`config.mk`:
```
export PLATFORM = sky130hd
export DESIGN_NAME = l2_req_scheduler
export DESIGN_NICKNAME = d
export VERILOG_FILES = /design/src/rtl/l2_req_scheduler.sv
export SDC_FILE = /design/constraint.sdc
export NUM_CORES = 1
export LEC_CHECK = 0
export ABC_AREA = 1
export CAP_MARGIN = 20
export CORE_AREA = 2 2 322 324
export CTS_CLUSTER_DIAMETER = 60
export CTS_CLUSTER_SIZE = 30
export DETAILED_ROUTE_END_ITERATION = 8
export DIE_AREA = 0 0 324 326
export PLACE_DENSITY = 0.41
export SLEW_MARGIN = 5
export SYNTH_ARGS = -nofsm -noshare
export SYNTH_HDL_FRONTEND = slang
export SYNTH_SLANG_ARGS = --single-unit
export TNS_END_PERCENT = 50
```
`constraint.sdc`:
```
create_clock -name clk -period 3.7 [get_ports clk]
set_input_delay 0.74 -clock clk [delete_from_list [all_inputs] [get_ports clk]]
set_output_delay 0.74 -clock clk [all_outputs]
set_load 0.05 [all_outputs]
```
`src/rtl/l2_req_scheduler.sv`:
```
// l2_req_scheduler: arbitrates I-side and D-side L1 requests onto a single L2 port.
// Latency: grant in IDLE, L2 request raised the next cycle, resp same cycle as L2_resp.
// Backpressure: one outstanding L2 transaction; a requester waits until granted.
//
// Ports:
//   clk, rst                          clock, synchronous active-high reset
//   instr_read/write/addr/wdata       I-side request; instr_rdata/instr_resp back
//   data_read/write/addr/wdata        D-side request; data_rdata/data_resp back
//   L2_read/write/addr/wdata          request to L2; L2_rdata/L2_resp from L2
module l2_req_scheduler #(
   parameter int unsigned MAX_DATA_STREAK = 2
) (
   input  logic         clk,
   input  logic         rst,
   input  logic         instr_read,
   input  logic         instr_write,
   input  logic [15:0]  instr_addr,
   input  logic [127:0] instr_wdata,
   output logic [127:0] instr_rdata,
   output logic         instr_resp,
   input  logic         data_read,
   input  logic         data_write,
   input  logic [15:0]  data_addr,
   input  logic [127:0] data_wdata,
   output logic [127:0] data_rdata,
   output logic         data_resp,
   output logic         L2_read,
   output logic         L2_write,
   output logic [15:0]  L2_addr,
   output logic [127:0] L2_wdata,
   input  logic [127:0] L2_rdata,
   input  logic         L2_resp
);

   typedef enum logic [1:0] {IDLE, SERVE_I, SERVE_D, GAP} state_t;

   localparam logic [3:0] MAX_STREAK = 4'(MAX_DATA_STREAK);

   state_t         state, state_nxt;
   logic [3:0]     streak, streak_nxt;
   logic [15:0]    hold_addr;
   logic [127:0]   hold_wdata;
   logic           hold_write;
   logic           instr_pend, data_pend;
   logic           grant_i, grant_d;

   assign instr_pend = instr_read | instr_write;
   assign data_pend  = data_read | data_write;

   // The L2 side only ever sees the latched copy of the granted request.
   assign L2_addr     = hold_addr;
   assign L2_wdata    = hold_wdata;
   assign instr_rdata = L2_rdata;
   assign data_rdata  = L2_rdata;

   always_comb begin
      state_nxt  = state;
      grant_i    = 1'b0;
      grant_d    = 1'b0;
      L2_read    = 1'b0;
      L2_write   = 1'b0;
      instr_resp = 1'b0;
      data_resp  = 1'b0;
      case (state)
         IDLE: begin
            if (instr_pend && data_pend) begin
               // Data wins ties until it has starved instr for MAX_DATA_STREAK grants.
               if (streak == MAX_STREAK) grant_i = 1'b1;
               else                      grant_d = 1'b1;
            end else if (instr_pend) begin
               grant_i = 1'b1;
            end else if (data_pend) begin
               grant_d = 1'b1;
            end
            if (grant_i)      state_nxt = SERVE_I;
            else if (grant_d) state_nxt = SERVE_D;
         end
         SERVE_I: begin
            L2_write = hold_write;
            L2_read  = ~hold_write;
            if (L2_resp) begin
               instr_resp = 1'b1;
               state_nxt  = GAP;
            end
         end
         SERVE_D: begin
            L2_write = hold_write;
            L2_read  = ~hold_write;
            if (L2_resp) begin
               data_resp = 1'b1;
               state_nxt = GAP;
            end
         end
         // One dead cycle so the L1 can drop a completed request before re-arbitration.
         GAP:     state_nxt = IDLE;
         default: state_nxt = IDLE;
      endcase
   end

   always_comb begin
      streak_nxt = streak;
      if (grant_i) begin
         streak_nxt = 4'd0;
      end else if (grant_d) begin
         if (!instr_pend)                streak_nxt = 4'd0;
         else if (streak >= MAX_STREAK)  streak_nxt = MAX_STREAK;
         else                            streak_nxt = streak + 4'd1;
      end
   end

   always_ff @(posedge clk) begin
      if (rst) begin
         state      <= IDLE;
         streak     <= 4'd0;
         hold_addr  <= 16'd0;
         hold_wdata <= 128'd0;
         hold_write <= 1'b0;
      end else begin
         state  <= state_nxt;
         streak <= streak_nxt;
         if (grant_i) begin
            hold_addr  <= instr_addr;
            hold_wdata <= instr_wdata;
            hold_write <= instr_write;
         end else if (grant_d) begin
            hold_addr  <= data_addr;
            hold_wdata <= data_wdata;
            hold_write <= data_write;
         end
      end
   end

endmodule
```
==> results of run 1 <==
state kept, by name (all words and copies together) (netlist names):
signal      cells
streak          4
L2_wdata      128
L2_addr        16
state           2
hold_write      1
how the worst max path moves through the flow:
stage,depth (start not counted),to,startpoint
global placement,4,instr_resp,L2_resp
floorplan,4,L2_read,state[0]
detailed placement,4,instr_resp,L2_resp
CTS,5,L2_read,state[0]
finish,5,L2_read,state[0]
global route,5,L2_read,state[0]
routing by layer:
layer,part of all wire [%],up-vias,track usage (%)
li1,-,4557,-
met1,40,4178,9.70
met2,43,505,13.1
met3,12,148,4.75
met4,4.7,2,5.05
met5,0.021,-,0
cells in the mapped netlist, types with 2 or more instances:
master      n
a21oi_1   150
buf_2      49
buf_4     261
buf_6      10
clkbuf_1   31
dfxtp_1   151
ha_1        6
inv_1     157
inv_2       2
nand2_1   306
nand2_2     4
nand3_1   150
nor2_1      9
o21ai_0    28
o21ai_1   107
o21ai_2    10
cell type report:
| cell class | instances | area, um^2 | area share, % |
|---|---|---|---|
| tap | 1380 | 1730 | 12.1 |
| inverter | 159 | 602 | 4.20 |
| clock buffer | 21 | 460 | 3.21 |
| multi-input combinational | 776 | 3650 | 25.5 |
| clock inverter | 11 | 149 | 1.04 |
| antenna | 2 | 5.00 | 0.0349 |
| sequential | 151 | 3020 | 21.1 |
| timing repair buffer | 460 | 4710 | 32.9 |
worst max-delay path, cell delays in order (launching register included):
cell             delay [ns]
dfxtp_1                0.37
inv_1                  0.11
ha_4                   0.29
inv_1                  0.07
nor2_1                 0.10
clkdlybuf4s50_1        0.84
power by group:
part	switching [uW]	total, uW	internal [uW]	leakage, uW
combinational	5450	7930	2490	0.00383
sequential	434	2800	2370	0.00126
clock	883	1980	1100	0.000289
total	6770	12700	5950	0.00537
cells by family (layout without fill, tap and decap cells):
| group | count (synthesis) | in the layout | synth area share [%] |
|---|---|---|---|
| buffers and inverters | 511 | 651 | 31.5 |
| and+or+nand+nor | 474 | 474 | 20.7 |
| DFF | 151 | 151 | 31.3 |
| other | 0 | 2 | 0 |
| AOI/OAI and AO/OA | 296 | 296 | 15.8 |
| adders and majority gates | 6 | 6 | 0.778 |
stage by stage:
stage | power (uW) | util [%] | instance area [um^2] | cells
3_3_place_gp | 10900 | 13.4 | 13700 | 2926
2_1_floorplan | 8610 | - | 9650 | 1438
3_5_place_dp | 10900 | 13.4 | 13700 | 2926
6_report | 12700 | 14.0 | 14300 | 2960
5_1_grt | 13600 | 14.0 | 14300 | 2959
4_1_cts | 13000 | 14.0 | 14300 | 2958
==> metrics.md, run 1 <==
| Metric | Value |
|---|---|
| Most frequent cells in the layout | `441 x clkdlybuf4s50_1, 306 x nand2_1, 156 x inv_1` |
| Hold buffer count at cts | `0` |
| Die Wd | `324 um` |
| GRT Residual Overflow | `0` |
| Worst r2r src | `state[0]` |
| Critical Path AT | `2.27 ns` |
| Max FO, Critical Path | `3` |
| CTS Buf Count | `17` |
| Die height | `326 um` |
| CP startpoint kind | `flip-flop` |
| Synth unique cells | `23` |
| Fin crit share | `81.3%` |
| Remaining antenna violation count | `0` |
| CTS tree | `built` |
| CP Capture Type | `output port` |
| Final Wtd Congestion | `0.722` |
| Starting Density | `9.40%` |
| Critical Path RT | `2.96 ns` |
| Net Count, Synth | `1867` |
| Synth top area share | `31.3%` |
| Post-Syn Instances | `1438` |
| MaxCap Viol Count | `0` |
| Yosys reg bits | `151` |
| Cell taking the most area after synthesis | `dfxtp_1` |
| HP Start | `streak[3]` |
| Period minus WS final | `3.01 ns` |
| # Post-CTS Setup Buffers | `0` |
| Worst slew margin | `35.1%` |
| Hold endpoint | `streak[3]` |
| Worst clock skew | `0.0123 ns` |
| Hold WC Path Type | `reg -> reg` |
| Ys async rst share | `0%` |
| Final nets | `1994` |
| Final setup TNS | `0 ns` |
| Die ar. | `106000 um^2` |
| Largest net degree at the start of global routing | `148` |
| Final hold slack | `0.487 ns` |
| Average routed wire per standard cell | `16.2 um` |
| Worst Hold Path Cells | `2` |
| # resized after CTS | `0` |
| Dpl ws | `0.689 ns` |
| I/O pin cnt | `827` |
| Hold Fails Final Rpt | `0` |
| Core area | `103000 um^2` |
| Worst VDD drop | `0.504 mV` |
| Post-synthesis sequential area ratio | `31.3%` |
| IO buf count | `442` |
| CTS HTree Levels | `4` |
| Tightest Pin Transition | `0.973 ns` |
| Critical path class | `reg -> out` |
| Flop2flop setup slack | `1.66 ns` |
| DP Wirelength | `34800 um` |
| FP Rows | `118` |
| DRT Pass-1 Iters | `4` |
| Drt via density | `3.17` |
| FILL cells | `11900` |
| Mean cell area of the mapped netlist | `6.71 um^2` |
| Max Slew Vio Count | `0` |
| Top cells by area, synth | `dfxtp_1 31%, buf_4 20%, nand2_1 12%` |
| Layout cells sized above 1 | `4.50%` |
| Cell area power density | `888 nW/um^2` |
| Setup WS post-layout | `0.693 ns` |
| CTS clk-pin slew, worst paths | `0.07 ns` |
| Initial antenna violation count | `7` |
| Leak | `0.00537 uW` |
| Ys flop type | `dfxtp_1` |
| Fmax | `333 MHz` |
| Drt total wl | `47800 um` |
| Status | `finished, final reports clean` |
| First-pass GRT wire length | `65800 um` |
| Area growth from synthesis to layout | `48.5%` |
| EDFF count, synth | `0` |
| Clock Sinks | `151` |
| RSZ-0062 raised after global routing | `false` |
| Warnings from Yosys | `0` |
| Clk root buf | `clkbuf_16` |
| Drt drc | `0` |
| Reg2reg path depth | `8` |
| Setup Viol. Count Final | `0` |
| Clock tree buffer depth | `2` |
| DR iter-0 viols | `364` |
| Vias in the first global route | `9326` |
| Via count | `9390` |
| Most common cell after layout, fill and taps aside | `clkdlybuf4s50_1` |
| Cell area after synthesis | `9650 um^2` |
| R2r endpoint | `L2_wdata[118]` |
| Global Route Usage Sum | `8.72%` |
| Latest clock arrival within the worst-skew pair | `0.50 ns` |
(Power assumes the default switching activity.)
==> inputs of run 2 (changes only) <==
- CORE_AREA: 2 2 322 324 -> 2 2 318 320
- DIE_AREA: 0 0 324 326 -> 0 0 320 322
- PLACE_DENSITY: 0.41 -> 0.43
- clock period: 3.7 -> 2.6 ns (I/O delays scaled with it)
==> run 2 against run 1 <==
Against the previous run: worst hold slack worse by 0.0028 ns; total power is 45% higher; first-iteration DRC count is 6.3% higher; clock-buffer cell count is 1 lower; critical path depth is 4 lower; sequential cell count stayed put; setup slack worse by 0.41 ns; via count is 0.70% higher; combinational power is 49% higher; cell area is 1.8% higher; clock power is 35% higher; largest power group unchanged; highest routed layer unchanged.
==> metrics.md, run 2 (synthesized netlist as in run 1, its figures left out) <==
| Metric | Value |
|---|---|
| Status | `finished, final reports clean` |
| Leak | `0.00560 uW` |
| CTS Buf Count | `17` |
| CP startpoint kind | `flip-flop` |
| Most frequent cells in the layout | `434 x clkdlybuf4s50_1, 306 x nand2_1, 156 x inv_1` |
| Final Wtd Congestion | `0.763` |
| HP Start | `streak[3]` |
| Layout cells sized above 1 | `7.30%` |
| Critical path's largest stage delay | `0.91 ns` |
| FP Rows | `116` |
| Remaining antenna violation count | `0` |
| Latest clock arrival within the worst-skew pair | `0.49 ns` |
| Reg2reg path depth | `10` |
| Tightest Pin Transition | `0.711 ns` |
| Die Wd | `320 um` |
| Critical path's top delay family | `buffers and inverters` |
| DP Wirelength | `39100 um` |
| Drt drc | `0` |
| IO buf count | `442` |
| Most common cell after layout, fill and taps aside | `clkdlybuf4s50_1` |
| Vias in the first global route | `9440` |
| Final nets | `2032` |
| Period minus WS final | `2.32 ns` |
| Cell area power density | `1270 nW/um^2` |
| Hold WC Path Type | `reg -> reg` |
| Max reg flops | `128` |
| Drt total wl | `49800 um` |
| Largest net degree at the start of global routing | `73` |
| First-pass GRT wire length | `69000 um` |
| Die height | `322 um` |
| Worst slew margin | `52.5%` |
| Global Route Usage Sum | `9.44%` |
| Hold Fails Final Rpt | `0` |
| Die ar. | `103000 um^2` |
| CP Capture Type | `output port` |
| CTS clk-pin slew, worst paths | `0.07 ns` |
| Clk root buf | `clkbuf_16` |
| Non-filler cells, final | `2918` |
| GRT Residual Overflow | `0` |
| Buf+Inv Stages, Crit Path | `1` |
| Setup Viol. Count Final | `0` |
| Worst Hold Path Cells | `2` |
| CTS HTree Levels | `4` |
| # Post-CTS Setup Buffers | `0` |
| Drt via density | `3.24` |
| R2r endpoint | `L2_wdata[100]` |
| Post-Place Cells | `2882` |
| Hold buffer count at cts | `0` |
| Fin crit share | `89.1%` |
| Clock Sinks | `151` |
| Max Slew Vio Count | `0` |
| # resized after CTS | `0` |
| Worst VDD drop | `0.557 mV` |
| Critical Path AT | `1.80 ns` |
| DRT Pass-1 Iters | `5` |
| Average routed wire per standard cell | `17.1 um` |
| Core area | `99600 um^2` |
| Hold endpoint | `streak[3]` |
| Flop2flop setup slack | `0.72 ns` |
| Max FO, Critical Path | `2` |
| Fmax | `432 MHz` |
| Critical Path RT | `2.08 ns` |
| CTS tree | `built` |
| Initial antenna violation count | `15` |
| Starting Density | `9.69%` |
| Area growth from synthesis to layout | `51.1%` |
| Worst clock skew | `0.0125 ns` |
| Clock tree buffer depth | `2` |
| I/O pin cnt | `827` |
| DR iter-0 viols | `387` |
| MaxCap Viol Count | `0` |
| Slowest-stage cell, CP | `clkdlybuf4s50_1` |
| Via count | `9456` |
| Layout Utilization | `14.6%` |
| Critical path class | `reg -> out` |
| RSZ-0062 raised after global routing | `false` |
| Worst r2r src | `state[0]` |
| Critical Path, Cell by Cell | `clkdlybuf4s50_1` |
-- run 2: changes by cell type in the layout (fill, tap and decap cells not counted), moves of 2 or more --
cell             change
buf_12               +9
inv_6                +3
diode_2              +2
bufinv_16            -2
clkbuf_1             -2
buf_4               +36
clkdlybuf4s50_1      -7
-- run 2: worst reg2reg max path: cells and delay by family (launching register included) --
kind	cells	cell delay [ns]
buf+inv	5	0.74
flops	1	0.34
compound gates	2	0.27
fa+ha+maj	1	0.21
simple gates	2	0.18
-- run 2: final cells by class --
cell class	count	area [um^2]
Tap cell	1298	1620
Sequential cell	151	3020
Antenna cell	4	10.0
Multi-Input combinational cell	776	3650
Timing Repair Buffer	498	5090
Clock inverter	12	115
Inverter	159	602
Clock buffer	20	467
Fill cell	11500	85000
-- run 2: where the power goes --
group | total, uW | internal (uW) | switching (uW) | leakage [uW]
clock network | 2670 | 1410 | 1260 | 0.000285
registers | 3990 | 3370 | 622 | 0.00126
logic | 11800 | 3940 | 7850 | 0.00406
total | 18400 | 8710 | 9730 | 0.00560
-- run 2: layer usage --
metal	up-vias	track usage (%)	wire (um)
li1	4633	-	-
met1	4132	10.6	20200
met5	-	0	39
met3	156	4.87	5550
met4	6	4.68	2070
met2	529	14.7	22000
-- run 2: how the worst max path moves through the flow --
| stage | from | to | slack [ns] | cells after the start |
|---|---|---|---|---|
| final | L2_wdata[103] | L2_wdata[103] | 0.28 | 1 |
| after global routing | L2_wdata[114] | L2_wdata[114] | 0.15 | 1 |
| after CTS | L2_wdata[36] | L2_wdata[36] | 0.14 | 1 |
| after detailed placement | data_read | L2_wdata[39] | -0.05 | 8 |
| after global placement | data_read | L2_wdata[27] | -0.01 | 8 |
| after floorplan | state[0] | L2_read | 0.69 | 4 |
-- run 2: metrics by stage --
stage / hold WS, ns / setup slack, ns / total power (uW) / setup TNS (ns) / cell area [um^2]
global route: 0.519 / 0.154 / 19700 / 0 / 14600
global placement: 0.467 / -0.00953 / 16000 / -0.0842 / 14000
detailed placement: 0.478 / -0.0453 / 16000 / -0.600 / 14000
floorplan: 0.450 / 0.689 / 12300 / 0 / 9650
CTS: 0.489 / 0.143 / 18900 / 0 / 14600
finish: 0.484 / 0.283 / 18400 / 0 / 14600
